$ cat src/rtl/fcl_fp_pkg.sv
// Shared constants, default sizing and FSM state type for the fixed-point
// fully-connected sequencer and its helpers.
package fcl_fp_pkg;

  localparam int unsigned FP_WIDTH      = 16;
  localparam int unsigned FP_PARALLEL   = 8;
  localparam int unsigned SHIFT_W       = 6;

  localparam int unsigned DEF_MAX_IN    = 1024;
  localparam int unsigned DEF_MAX_TILES = 128;
  localparam int unsigned DEF_MEM_LAT   = 1;

  // Counter / address widths for the default sizing.
  localparam int unsigned LEN_W   = $clog2(DEF_MAX_IN + 1);
  localparam int unsigned TILES_W = $clog2(DEF_MAX_TILES + 1);
  localparam int unsigned K_W     = $clog2(DEF_MAX_IN);
  localparam int unsigned TILE_W  = $clog2(DEF_MAX_TILES);
  localparam int unsigned WADDR_W = $clog2(DEF_MAX_IN * DEF_MAX_TILES);

  typedef enum logic [2:0] {
    IDLE,
    ISSUE,
    DRAIN,
    PRESENT,
    FIN
  } state_e;

endpackage

$ cat src/rtl/fcl_fp_ctrl_dly.sv
// DEPTH-stage shift register carrying {valid, first} so array controls line up
// with data returning from the operand memories.
module fcl_fp_ctrl_dly #(
  parameter int unsigned DEPTH = 1
) (
  input  logic clk,
  input  logic rst,
  input  logic valid_i,
  input  logic first_i,
  output logic valid_o,
  output logic first_o
);

  genvar gi;
  generate
    for (gi = 0; gi < DEPTH; gi++) begin : g_stage
      logic [1:0] q;
      if (gi == 0) begin : g_head
        always_ff @(posedge clk) begin
          if (rst) q <= 2'b00;
          else     q <= {valid_i, first_i};
        end
      end else begin : g_tail
        always_ff @(posedge clk) begin
          if (rst) q <= 2'b00;
          else     q <= g_stage[gi-1].q;
        end
      end
    end
  endgenerate

  assign valid_o = g_stage[DEPTH-1].q[1];
  assign first_o = g_stage[DEPTH-1].q[0];

endmodule

$ cat src/rtl/fcl_fp_ctrl.sv
// Tile sequencer for the fixed-point FC PE array: issues operand reads,
// steers load/accumulate/zero-gating and presents each finished tile.
module fcl_fp_ctrl #(
  parameter int unsigned MAX_IN    = fcl_fp_pkg::DEF_MAX_IN,
  parameter int unsigned MAX_TILES = fcl_fp_pkg::DEF_MAX_TILES,
  parameter int unsigned MEM_LAT   = fcl_fp_pkg::DEF_MEM_LAT,
  parameter int unsigned SHIFT_W   = fcl_fp_pkg::SHIFT_W
) (
  input  logic                                   clk,
  input  logic                                   rst,
  input  logic                                   start,
  input  logic [$clog2(MAX_IN+1)-1:0]            in_len,
  input  logic [$clog2(MAX_TILES+1)-1:0]         out_tiles,
  input  logic [SHIFT_W-1:0]                     shift_cfg,
  output logic                                   busy,
  output logic                                   done,
  output logic                                   err,
  output logic                                   rd_en,
  output logic [$clog2(MAX_IN)-1:0]              in_addr,
  output logic [$clog2(MAX_IN*MAX_TILES)-1:0]    w_addr,
  output logic                                   pe_rst_n,
  output logic                                   pe_zero,
  output logic [SHIFT_W-1:0]                     pe_shift,
  output logic                                   out_valid,
  output logic [$clog2(MAX_TILES)-1:0]           out_tile,
  input  logic                                   out_ready
);

  import fcl_fp_pkg::*;

  localparam int unsigned LW  = $clog2(MAX_IN + 1);
  localparam int unsigned TSW = $clog2(MAX_TILES + 1);
  localparam int unsigned KW  = $clog2(MAX_IN);
  localparam int unsigned TW  = $clog2(MAX_TILES);
  localparam int unsigned WAW = $clog2(MAX_IN * MAX_TILES);
  localparam int unsigned DRW = (MEM_LAT > 1) ? $clog2(MEM_LAT) : 1;

  state_e          state_q;
  logic [KW-1:0]   k_q;
  logic [WAW-1:0]  base_q;
  logic [WAW-1:0]  w_addr_q;
  logic [TW-1:0]   tile_q;
  logic [LW-1:0]   len_q;
  logic [TSW-1:0]  tiles_q;
  logic [SHIFT_W-1:0] shift_q;
  logic [DRW-1:0]  drain_q;
  logic            busy_q, done_q, err_q, rd_en_q, out_valid_q;

  logic            cfg_zero, last_k, last_tile, drain_end;
  logic [WAW-1:0]  base_d;
  logic            dly_valid, dly_first;

  assign cfg_zero  = (in_len == '0) || (out_tiles == '0);
  assign last_k    = (LW'(k_q) == len_q - LW'(1));
  assign last_tile = (TSW'(tile_q) == tiles_q - TSW'(1));
  assign drain_end = (drain_q == DRW'(MEM_LAT - 1));
  // Running row base replaces tile*in_len.
  assign base_d    = base_q + WAW'(len_q);

  always_ff @(posedge clk) begin
    if (rst) begin
      state_q     <= IDLE;
      k_q         <= '0;
      base_q      <= '0;
      w_addr_q    <= '0;
      tile_q      <= '0;
      len_q       <= '0;
      tiles_q     <= '0;
      shift_q     <= '0;
      drain_q     <= '0;
      busy_q      <= 1'b0;
      done_q      <= 1'b0;
      err_q       <= 1'b0;
      rd_en_q     <= 1'b0;
      out_valid_q <= 1'b0;
    end else begin
      case (state_q)
        IDLE: begin
          if (start) begin
            len_q    <= in_len;
            tiles_q  <= out_tiles;
            shift_q  <= shift_cfg;
            k_q      <= '0;
            base_q   <= '0;
            w_addr_q <= '0;
            tile_q   <= '0;
            busy_q   <= 1'b1;
            if (cfg_zero) begin
              state_q <= FIN;
              done_q  <= 1'b1;
              err_q   <= 1'b1;
            end else begin
              state_q <= ISSUE;
              rd_en_q <= 1'b1;
            end
          end
        end
        ISSUE: begin
          if (last_k) begin
            state_q <= DRAIN;
            rd_en_q <= 1'b0;
            drain_q <= '0;
          end else begin
            k_q      <= k_q + KW'(1);
            w_addr_q <= w_addr_q + WAW'(1);
          end
        end
        DRAIN: begin
          if (drain_end) begin
            state_q     <= PRESENT;
            out_valid_q <= 1'b1;
          end else begin
            drain_q <= drain_q + DRW'(1);
          end
        end
        PRESENT: begin
          if (out_ready) begin
            out_valid_q <= 1'b0;
            if (last_tile) begin
              state_q <= FIN;
              done_q  <= 1'b1;
            end else begin
              state_q  <= ISSUE;
              rd_en_q  <= 1'b1;
              k_q      <= '0;
              tile_q   <= tile_q + TW'(1);
              base_q   <= base_d;
              w_addr_q <= base_d;
            end
          end
        end
        FIN: begin
          state_q <= IDLE;
          done_q  <= 1'b0;
          err_q   <= 1'b0;
          busy_q  <= 1'b0;
        end
        default: state_q <= IDLE;
      endcase
    end
  end

  fcl_fp_ctrl_dly #(
    .DEPTH (MEM_LAT)
  ) u_dly (
    .clk     (clk),
    .rst     (rst),
    .valid_i (rd_en_q),
    .first_i (rd_en_q && (k_q == '0)),
    .valid_o (dly_valid),
    .first_o (dly_first)
  );

  // First product of a tile overwrites the accumulator; idle cycles hold it.
  assign pe_zero   = !dly_valid;
  assign pe_rst_n  = !(dly_valid && dly_first);

  assign busy      = busy_q;
  assign done      = done_q;
  assign err       = err_q;
  assign rd_en     = rd_en_q;
  assign in_addr   = k_q;
  assign w_addr    = w_addr_q;
  assign pe_shift  = shift_q;
  assign out_valid = out_valid_q;
  assign out_tile  = tile_q;

endmodule

$ cat config.mk
export PLATFORM = sky130hd
export DESIGN_NAME = fcl_fp_ctrl
export DESIGN_NICKNAME = d
export VERILOG_FILES = /design/src/rtl/fcl_fp_pkg.sv /design/src/rtl/fcl_fp_ctrl_dly.sv /design/src/rtl/fcl_fp_ctrl.sv
export SDC_FILE = /design/constraint.sdc
export NUM_CORES = 1
export LEC_CHECK = 0
export CORE_MARGIN = 3
export CORE_UTILIZATION = 49
export CTS_CLUSTER_DIAMETER = 120
export DETAILED_ROUTE_END_ITERATION = 10
export PLACE_DENSITY_LB_ADDON = 0.05
export SYNTH_ARGS = -nofsm -noshare
export SYNTH_HDL_FRONTEND = slang
export SYNTH_SLANG_ARGS = --single-unit
export TNS_END_PERCENT = 30
$ cat constraint.sdc
create_clock -name clk -period 2.92 [get_ports clk]
set_clock_uncertainty 0.05 [all_clocks]
set_input_delay 0.584 -clock clk [delete_from_list [all_inputs] [get_ports clk]]
set_output_delay 0.584 -clock clk [all_outputs]
set_load 0.005 [all_outputs]
==> summary.txt, run 1 <==
Status
  • Status: complete, no violations

Critical path
  • CP Capture Type: flip-flop
  • Worst path max stage delay: 0.55 ns
  • Setup crit start: tiles_q[2]$_SDFFE_PP0P_
  • R2r startpoint: tiles_q[2]$_SDFFE_PP0P_
  • Cell Chain, Critical Path: or4_1 -> o22a_1 -> a311oi_2 -> a211oi_2 -> buf_4 -> a31o_2 -> a2111oi_1 -> o211a_1 -> o21a_1
  • Critical path arrival: 3.11 ns
  • CP startpoint kind: flip-flop
  • Setup CP Type: flip-flop to flip-flop
  • Slowest CP cell: or4_1
  • Worst Path Required: roughly 3.2 ns
  • Largest fanout on the critical path: 7

Clock network
  • CTS root buffer: clkbuf_8
  • CTS tree: done
  • Htree depth: 3
  • Cts bufs inserted: 9
  • Clk slew on worst S/H paths: 0.08 ns
  • Clock tree buffer depth: 2
  • Clk_lat worst skew: 0.36 ns
  • Hold_buf cts: 0
  • Clock sink count: 86

Timing
  • Pins over their slew limit: 0
  • Final setup violating endpoints: 0
  • Rel. slew slack: 0.422
  • Final period util: 0.978
  • Max Freq: 350 MHz
  • Worst Max-Slew Pin Slew: 0.865 ns
  • Number of hold violations in the final report: 0
  • RSZ-0062 raised after global routing: yes
  • Post-layout min period: around 2.9 ns

Die
  • Die area: 11300 sq um
  • Initial Util: 0.504
  • Row Count: 36
  • Die X: 107 um
  • Die height: 107 um
  • IO Pins: 76
  • Core area: 9820 sq um

Global route
  • Vias in the first global route: 4709
  • Largest net degree at the start of global routing: 44
  • Tot GR Track Use: 0.239
  • GRT busiest layer: met2
  • Met3 Usage GRT: 0.0291
  • Global-route track usage on met2: 0.397
  • Met1 usage: 0.312
  • Global-route wire length before repair: 22.1 mm
  • Initial antenna violation count: 0
  • Total grt overflow: 0

Power and ir drop
  • Total Power: 2.87 mW
  • Cell area power density: 454 nW/um^2
  • VDD IR max: 0.000281 V
  • LEAKAGE: between 2 and 2.5 nW

Yosys
  • Area leader, netlist: dfxtp_1
  • Syn Inst Count: 656
  • Yosys reg bits: 86
  • Post-synth top flop: dfxtp_1
  • EDFF count, synth: 0
  • YS warnings: 0
  • Sequential area share after synthesis: 0.348
  • Syn_nets: 703
  • Post-Syn Area per Cell: ~7.5 sq um
  • FFs w/ async S/R, synth: 0
  • Synth top area cells: dfxtp_1, nand2_1, a21oi_1
  • Yosys top cell area share: 0.348
  • Post-Syn Area: 4950 sq um
  • Synth unique cells: 57

Cells and area
  • Commonest non-fill, non-tap cell in the layout: nand2_1
  • Total inserted antenna cells: 0
  • Register area: 1720 sq um
  • # fillers: 873
  • Final core occ: 0.644
  • Nets@finish: 794
  • Multi-input gate area: 3070 sq um
  • Final instance area: about 6300 sq um
  • Layout cells sized above 1: 0.0919
  • Area growth syn-to-layout: 27.8%
  • Most frequent cells in the layout: nand2_1, dfxtp_1, clkdlybuf4s50_1

Detailed routing
  • Routed vias/inst: approximately 5.8
  • DRC errors left: 0
  • Post-route ant nets: 0
  • Via Count: about 5000
  • Avg WL per Cell: 15.5 um
  • DR iter-0 viols: 265
  • Pre-antenna DRT Iters: 5
  • WL final: 13.7 mm

Placed design
  • RD Place Congestion: 0.863
  • I/O Buffers: 75
  • Placed inst area: 6020 sq um
  • DP Wirelength: between 10 and 15 mm

Min path
  • Hold crit path type: flip-flop to flip-flop
  • HP Start: pe_shift[0]$_SDFFE_PP0P_

Job
  • Max Cap Viol: 0
registers in the layout (all words and copies together), names as in the netlist, 2 cells and up:
signal,flops
base_q,17
w_addr,17
len_q,11
in_addr,10
tiles_q,8
out_tile,7
pe_shift,6
state_q,3
u_dly.g_stage.q,2
stage by stage:
stage	std cells	setup TNS (ns)	setup slack [ns]	hold slack (ns)
final	884	0	0.0640	0.409
after global routing	884	-0.590	-0.0560	0.437
after global placement	866	-0.00675	-0.00675	0.393
after CTS	881	0	0.0410	0.412
after detailed placement	866	-0.0473	-0.0473	0.400
after floorplan	656	0	0.209	0.386
worst max-delay path, delay by kind of cell, from the launching register on:
| kind | cells | cell delay, ns |
|---|---|---|
| AO/OA/AOI/OAI | 7 | 1.66 |
| buffers and inverters | 1 | 0.17 |
| flip-flops | 1 | 0.39 |
| AND/OR/NAND/NOR | 1 | 0.55 |
power breakdown:
part	switching (mW)	internal, mW	leakage (nW)
Clock	0.420	0.586	0.119
Sequential	0.0483	1.22	0.699
Combinational	0.325	0.278	1.51
Total	0.793	2.08	2.33
layer usage:
layer	part of all wire	up-vias
met4	0.023	0
met2	0.49	156
met5	0	-
met3	0.046	28
met1	0.44	2407
li1	-	2513
cell families (layout without fill, tap and decap cells):
family | Yosys count | count (layout) | synth area share
buf+inv | 50 | 145 | 0.0404
flops | 86 | 86 | 0.348
xor+xnor | 46 | 46 | 0.0814
simple gates | 293 | 293 | 0.280
fa+ha+maj | 18 | 18 | 0.0470
compound gates | 163 | 163 | 0.203
worst paths after layout:
path / to / slack [ns] / cells past startpoint
max: rd_en$_SDFFE_PP0P_ / 0.06 / 9
min: pe_shift[0]$_SDFFE_PP0P_ / 0.41 / 2
max reg2reg: rd_en$_SDFFE_PP0P_ / 0.06 / 9
min reg2reg: pe_shift[0]$_SDFFE_PP0P_ / 0.41 / 2
cells in the mapped netlist, types with 7 or more instances:
master	instances
clkbuf_1	23
ha_1	17
a31oi_1	7
and3_1	8
buf_2	7
nor3_1	29
nand3_1	25
dfxtp_1	86
xor2_1	27
xnor2_1	19
a211oi_1	7
nand2_1	110
o21ai_0	38
nand4_1	13
nor2_1	58
nor4_1	14
inv_1	18
a21oi_1	66
repair_timing:
| action | in CTS | in global routing |
|---|---|---|
| pin swaps | 0 | 4 |
| endpoints found under the setup margin | 9 | 39 |
| setup buffers | 0 | 3 |
| hold endpoints to repair | 0 | 0 |
| gates resized for setup | 1 | 12 |
layout make-up:
class | count | area share
clock buffers | 11 | 0.0223
multi-input cells | 520 | 0.486
repair buffers | 112 | 0.168
well taps | 133 | 0.0263
inverters | 18 | 0.0107
clock inverters | 4 | 0.0150
flip-flops and latches | 86 | 0.272
Note: power is estimated with default switching activity, not from simulation.
==> run 2: changes to the inputs <==
--- a/config.mk
+++ b/config.mk
@@ -6,7 +6,8 @@
 export NUM_CORES = 1
 export LEC_CHECK = 0
 export CORE_MARGIN = 3
-export CORE_UTILIZATION = 49
+export CORE_UTILIZATION = 51
+export CTS_BUF_LIST = sky130_fd_sc_hd__clkbuf_2
 export CTS_CLUSTER_DIAMETER = 120
 export DETAILED_ROUTE_END_ITERATION = 10
 export PLACE_DENSITY_LB_ADDON = 0.05
==> summary.txt, run 2 (same netlist as run 1, synthesis figures left out) <==
Critical path
  • Cell Chain, Critical Path: inv_1 -> ha_1 -> or3b_2 -> o31a_1 -> o2111ai_2 -> o21ai_0 -> o211ai_1 -> buf_4 -> nand2_2 -> buf_4 -> clkbuf_16 -> o31ai_1 -> a21oi_1
  • Reg2Reg Depth: 13
  • R2r startpoint: tiles_q[0]$_SDFFE_PP0P_
  • Worst Path Required: 3.37 ns
  • Slowest CP cell: or3b_2
  • CP top delay family: compound AO/OA/AOI/OAI gates
  • Most frequent CP cell: buf_4
  • Register-to-register setup slack: roughly 0.064 ns
  • Critical R2R Capture: w_addr[12]$_SDFFE_PP0P_
  • Setup CP Type: flip-flop to flip-flop
  • CP Capture Type: flip-flop
  • Largest fanout on the critical path: 6
  • CP startpoint kind: flip-flop
  • Setup crit start: tiles_q[0]$_SDFFE_PP0P_
  • Buf/Inv on CP: 4
  • Critical path arrival: 3.31 ns
  • Worst path max stage delay: just under 0.5 ns

Placed design
  • RD Place Congestion: 0.891
  • Pre-CTS WS: 0.0561 ns
  • DP Wirelength: 10.3 mm
  • I/O Buffers: 75

Clock network
  • CTS root buffer: clkbuf_2
  • Clk slew on worst S/H paths: ~0.27 ns
  • Clk_lat worst skew: roughly 0.57 ns
  • Cts bufs inserted: 9
  • Htree depth: 3
  • CTS tree: done
  • Clock sink count: 86
  • Hold_buf cts: 0
  • Clock tree buffer depth: 2

Detailed routing
  • Routed vias/inst: 5.80
  • Via Count: 5148
  • Post-route ant nets: 0
  • DRC errors left: 0
  • DR iter-0 viols: roughly 280
  • Pre-antenna DRT Iters: 5
  • Avg WL per Cell: between 15 and 20 um
  • WL final: 14.2 mm

Global route
  • Vias in the first global route: 4913
  • Total grt overflow: 0
  • Largest net degree at the start of global routing: 29
  • Met3 Usage GRT: 0.0540
  • Met1 usage: 0.328
  • Initial antenna violation count: 0
  • Global-route track usage on met2: 0.427
  • Tot GR Track Use: 0.255
  • GRT busiest layer: met2
  • Global-route wire length before repair: ~23 mm

Cells and area
  • Most frequent cells in the layout: nand2_1, dfxtp_1, clkdlybuf4s50_1
  • Total inserted antenna cells: 0
  • Nets@finish: 801
  • Area growth syn-to-layout: 28.4%
  • Final core occ: 0.682
  • Layout cells sized above 1: 0.119
  • Commonest non-fill, non-tap cell in the layout: nand2_1
  • # fillers: 821

Die
  • Die area: 10900 sq um
  • Die height: 105 um
  • Initial Util: 0.531
  • Row Count: 35
  • Die X: 105 um
  • Core area: 9330 sq um
  • IO Pins: 76

Power and ir drop
  • LEAKAGE: 2.36 nW
  • Total Power: 2.58 mW
  • Cell area power density: 405 nW/um^2
  • VDD IR max: ~0.00028 V

Timing
  • Worst Max-Slew Pin Slew: 0.854 ns
  • Max Freq: ~350 MHz
  • Number of hold violations in the final report: 0
  • Post-layout min period: approximately 2.9 ns
  • Final setup margin: 0.0638 ns
  • RSZ-0062 raised after global routing: yes
  • Final setup violating endpoints: 0
  • Hold slack: roughly 0.41 ns
  • Total Neg Setup Slack: 0 ns
  • Rel. slew slack: 0.429
  • Final period util: 0.978
  • Pins over their slew limit: 0

Min path
  • Worst hold path depth: 4
  • HP Start: rst
  • Worst Hold Path EP: w_addr[12]$_SDFFE_PP0P_
  • Hold crit path type: input pin to flip-flop

Job
  • Max Cap Viol: 0

Status
  • Status: complete, no violations
==> run 2: metrics by stage <==
| stage | cells | instance area [sq um] |
|---|---|---|
| final | 888 | 6360 |
| after global routing | 888 | 6360 |
| after CTS | 880 | 6150 |
| after detailed placement | 863 | 6020 |
| after global placement | 863 | 6020 |
| after floorplan | 656 | 4950 |
==> run 2: worst max-delay path by stage <==
stage / endpoint / slack, ns / cells after the start
4_1_cts: w_addr[14]$_SDFFE_PP0P_ / 0.03 / 12
3_5_place_dp: w_addr[13]$_SDFFE_PP0P_ / 0.06 / 12
3_3_place_gp: w_addr[13]$_SDFFE_PP0P_ / 0.16 / 12
6_report: w_addr[12]$_SDFFE_PP0P_ / 0.06 / 13
5_1_grt: w_addr[13]$_SDFFE_PP0P_ / -0.06 / 12
2_1_floorplan: w_addr[7]$_SDFFE_PP0P_ / 0.21 / 12
==> run 2: worst reg2reg max path, stage by stage (launching register included) <==
cell and delay, ns:
dfxtp_4 0.40, inv_1 0.06, ha_1 0.16, or3b_2 0.49, o31a_1 0.26, o2111ai_2 0.22, o21ai_0 0.13, o211ai_1 0.15
buf_4 0.18, nand2_2 0.07, buf_4 0.15, clkbuf_16 0.15, o31ai_1 0.28, a21oi_1 0.07
==> run 2: metal layers <==
layer / wire length (um) / share of wire / vias to the layer above
met1: 6330 / 0.45 / 2433
met5: 0 / 0 / -
met4: 306 / 0.022 / 0
met2: 6850 / 0.48 / 162
met3: 720 / 0.051 / 33
li1: - / - / 2520
==> run 2: area by class of cell <==
cell class / instances / area (sq um) / area share
clock buffer: 10 / 50.0 / 0.00787
multi-input combinational: 520 / 3130 / 0.492
timing repair buffer: 119 / 1150 / 0.181
inverter: 18 / 67.6 / 0.0106
clock inverter: 6 / 68.8 / 0.0108
sequential: 86 / 1730 / 0.272
tap: 129 / 161 / 0.0254
==> run 2: what timing repair did <==
item	4_1_cts	5_1_grt
resized for setup	0	31
gates cloned	0	1
setup buffers	1	7
setup endpoints to repair	1	53
pin swaps	0	8
==> run 2: where the power goes <==
| group | switching (mW) | leakage (nW) | total, mW | internal (mW) |
|---|---|---|---|---|
| sequential | 0.0543 | 0.700 | 1.28 | 1.22 |
| clock | 0.433 | 0.0729 | 0.641 | 0.207 |
| combinational | 0.343 | 1.58 | 0.661 | 0.318 |
==> run 3: changes to the inputs <==
--- a/config.mk
+++ b/config.mk
@@ -6,11 +6,13 @@
 export NUM_CORES = 1
 export LEC_CHECK = 0
 export CORE_MARGIN = 3
-export CORE_UTILIZATION = 51
+export CORE_UTILIZATION = 60
 export CTS_BUF_LIST = sky130_fd_sc_hd__clkbuf_2
 export CTS_CLUSTER_DIAMETER = 120
 export DETAILED_ROUTE_END_ITERATION = 10
+export DONT_BUFFER_PORTS = 1
 export PLACE_DENSITY_LB_ADDON = 0.05
+export SLEW_MARGIN = 15
 export SYNTH_ARGS = -nofsm -noshare
 export SYNTH_HDL_FRONTEND = slang
 export SYNTH_SLANG_ARGS = --single-unit
==> summary.txt, run 3 (same netlist as run 1, synthesis figures left out) <==
Timing
  • Max Freq: 359 MHz
  • Worst Max-Slew Pin Slew: 0.875 ns
  • Final period util: 0.955
  • Final setup margin: 0.132 ns
  • Hold slack: roughly 0.045 ns
  • Final setup violating endpoints: 0
  • Total Neg Setup Slack: 0 ns
  • Number of hold violations in the final report: 0
  • Pins over their slew limit: 0
  • Rel. slew slack: 0.415
  • Post-layout min period: 2.79 ns

Critical path
  • Register-to-register setup slack: 0.13 ns
  • R2r startpoint: len_q[1]$_SDFFE_PP0P_
  • Reg2Reg Depth: 12
  • Setup CP Type: flip-flop to flip-flop
  • CP startpoint kind: flip-flop
  • CP Capture Type: flip-flop
  • Critical path arrival: 3.17 ns
  • Worst Path Required: 3.31 ns
  • Largest fanout on the critical path: 17
  • Critical R2R Capture: in_addr[0]$_SDFFE_PP0P_

Cells and area
  • Total inserted antenna cells: 0
  • Most frequent cells in the layout: nand2_1, dfxtp_1, a21oi_1
  • Nets@finish: ~700
  • Area growth syn-to-layout: 10.7%
  • Layout cells sized above 1: 0.110
  • Final core occ: 0.698
  • Commonest non-fill, non-tap cell in the layout: nand2_1

Min path
  • HP Start: rst
  • Worst hold path depth: 1
  • Hold crit path type: input pin to flip-flop
  • Worst Hold Path EP: base_q[13]$_SDFFE_PP0P_

Die
  • IO Pins: 76
  • Row Count: 32
  • Core area: approximately 7800 sq um
  • Die area: 9380 sq um
  • Die height: about 97 um
  • Initial Util: 0.631
  • Die X: 96.8 um

Clock network
  • Clock sink count: 86
  • CTS tree: done
  • Clk slew on worst S/H paths: about 0.22 ns
  • Htree depth: 3
  • Cts bufs inserted: 9
  • Clock tree buffer depth: 2
  • Clk_lat worst skew: between 0.5 and 0.6 ns
  • CTS root buffer: clkbuf_2

Global route
  • Largest net degree at the start of global routing: 74
  • Total grt overflow: 0
  • Tot GR Track Use: 0.274
  • Global-route wire length before repair: 21.7 mm
  • Vias in the first global route: 4526
  • Initial antenna violation count: 0

Status
  • Status: complete, no violations

Detailed routing
  • Pre-antenna DRT Iters: 6
  • Routed vias/inst: 6.23
  • WL final: 13.4 mm
  • Post-route ant nets: 0
  • Via Count: between 4000 and 5000
  • Avg WL per Cell: 17.2 um
  • DR iter-0 viols: 302
  • DRC errors left: 0

Power and ir drop
  • Cell area power density: 442 nW/um^2
  • VDD IR max: 0.000324 V
  • LEAKAGE: 2.02 nW

Placed design
  • DP Wirelength: around 9.2 mm
  • I/O Buffers: 0
  • Pre-CTS WS: -0.0824 ns
  • RD Place Congestion: just under 0.9

Job
  • Max Cap Viol: 0
-- run 3: changes by cell type in the layout (fill, tap and decap cells not counted), moves of 2 or more --
cell	previous run	this run
clkdlybuf4s50_1	74	0
buf_4	37	28
dlygate4sd3_1	0	3
a211oi_1	7	5
dfxtp_2	3	5
inv_1	16	18
inv_2	2	0
inv_6	2	0
-- run 3: routing by layer --
layer,global-route usage,part of all wire,vias to the layer above,routed length [um]
met4,0.0745,0.015,0,197
met1,0.345,0.43,2302,5740
li1,-,-,2363,-
met3,0.0606,0.063,23,843
met2,0.471,0.49,153,6610
met5,0,0,-,0
-- run 3: repair_timing --
item,CTS,global route
cloned,0,1
buffers inserted,3,3
setup endpoints to repair,21,49
gates resized for setup,2,24
pin swaps,1,10
hold buffers,1,2
hold endpoints to repair,5,20
-- run 3: stage by stage --
stage	area (sq um)	cells	power (mW)
after floorplan	4950	656	1.63
after global placement	5180	752	1.75
after detailed placement	5180	752	1.77
after CTS	5320	771	2.38
after global routing	5480	777	2.54
final	5480	777	2.42
-- run 3: how the worst max path moves through the flow --
| stage | startpoint | end | slack, ns | depth (start not counted) |
|---|---|---|---|---|
| final | len_q[1]$_SDFFE_PP0P_ | in_addr[0]$_SDFFE_PP0P_ | 0.13 | 12 |
| after global routing | len_q[1]$_SDFFE_PP0P_ | in_addr[0]$_SDFFE_PP0P_ | -0.02 | 12 |
| after CTS | tiles_q[2]$_SDFFE_PP0P_ | out_tile[6]$_SDFFE_PP0P_ | 0.02 | 9 |
| after detailed placement | tiles_q[1]$_SDFFE_PP0P_ | w_addr[16]$_SDFFE_PP0P_ | -0.08 | 10 |
| after global placement | tiles_q[0]$_SDFFE_PP0P_ | w_addr[16]$_SDFFE_PP0P_ | 0.002 | 10 |
| after floorplan | len_q[1]$_SDFFE_PP0P_ | w_addr[7]$_SDFFE_PP0P_ | 0.21 | 12 |
-- run 3: worst max-delay path, cell delays in order (launching register included) --
cell and delay [ns]:
dfxtp_2 0.36, inv_1 0.07, ha_1 0.16, or4b_1 0.46, buf_4 0.17, nor4_2 0.17, xnor2_1 0.15, nor4_4 0.30
nand4_1 0.14, buf_4 0.19, and2_4 0.21, xnor2_1 0.14, nor3_1 0.12
-- run 3: layout make-up --
class	instances	area (sq um)
clock buffers	11	55.1
clock inverters	4	48.8
fillers	676	2370
inverters	18	67.6
multi-input cells	520	3120
flip-flops and latches	86	1730
well taps	102	128
repair buffers	36	337
-- run 3: power breakdown --
group | switching, mW | total (mW) | internal [mW]
Combinational | 0.308 | 0.537 | 0.228
Clock | 0.409 | 0.609 | 0.199
Sequential | 0.0571 | 1.28 | 1.22
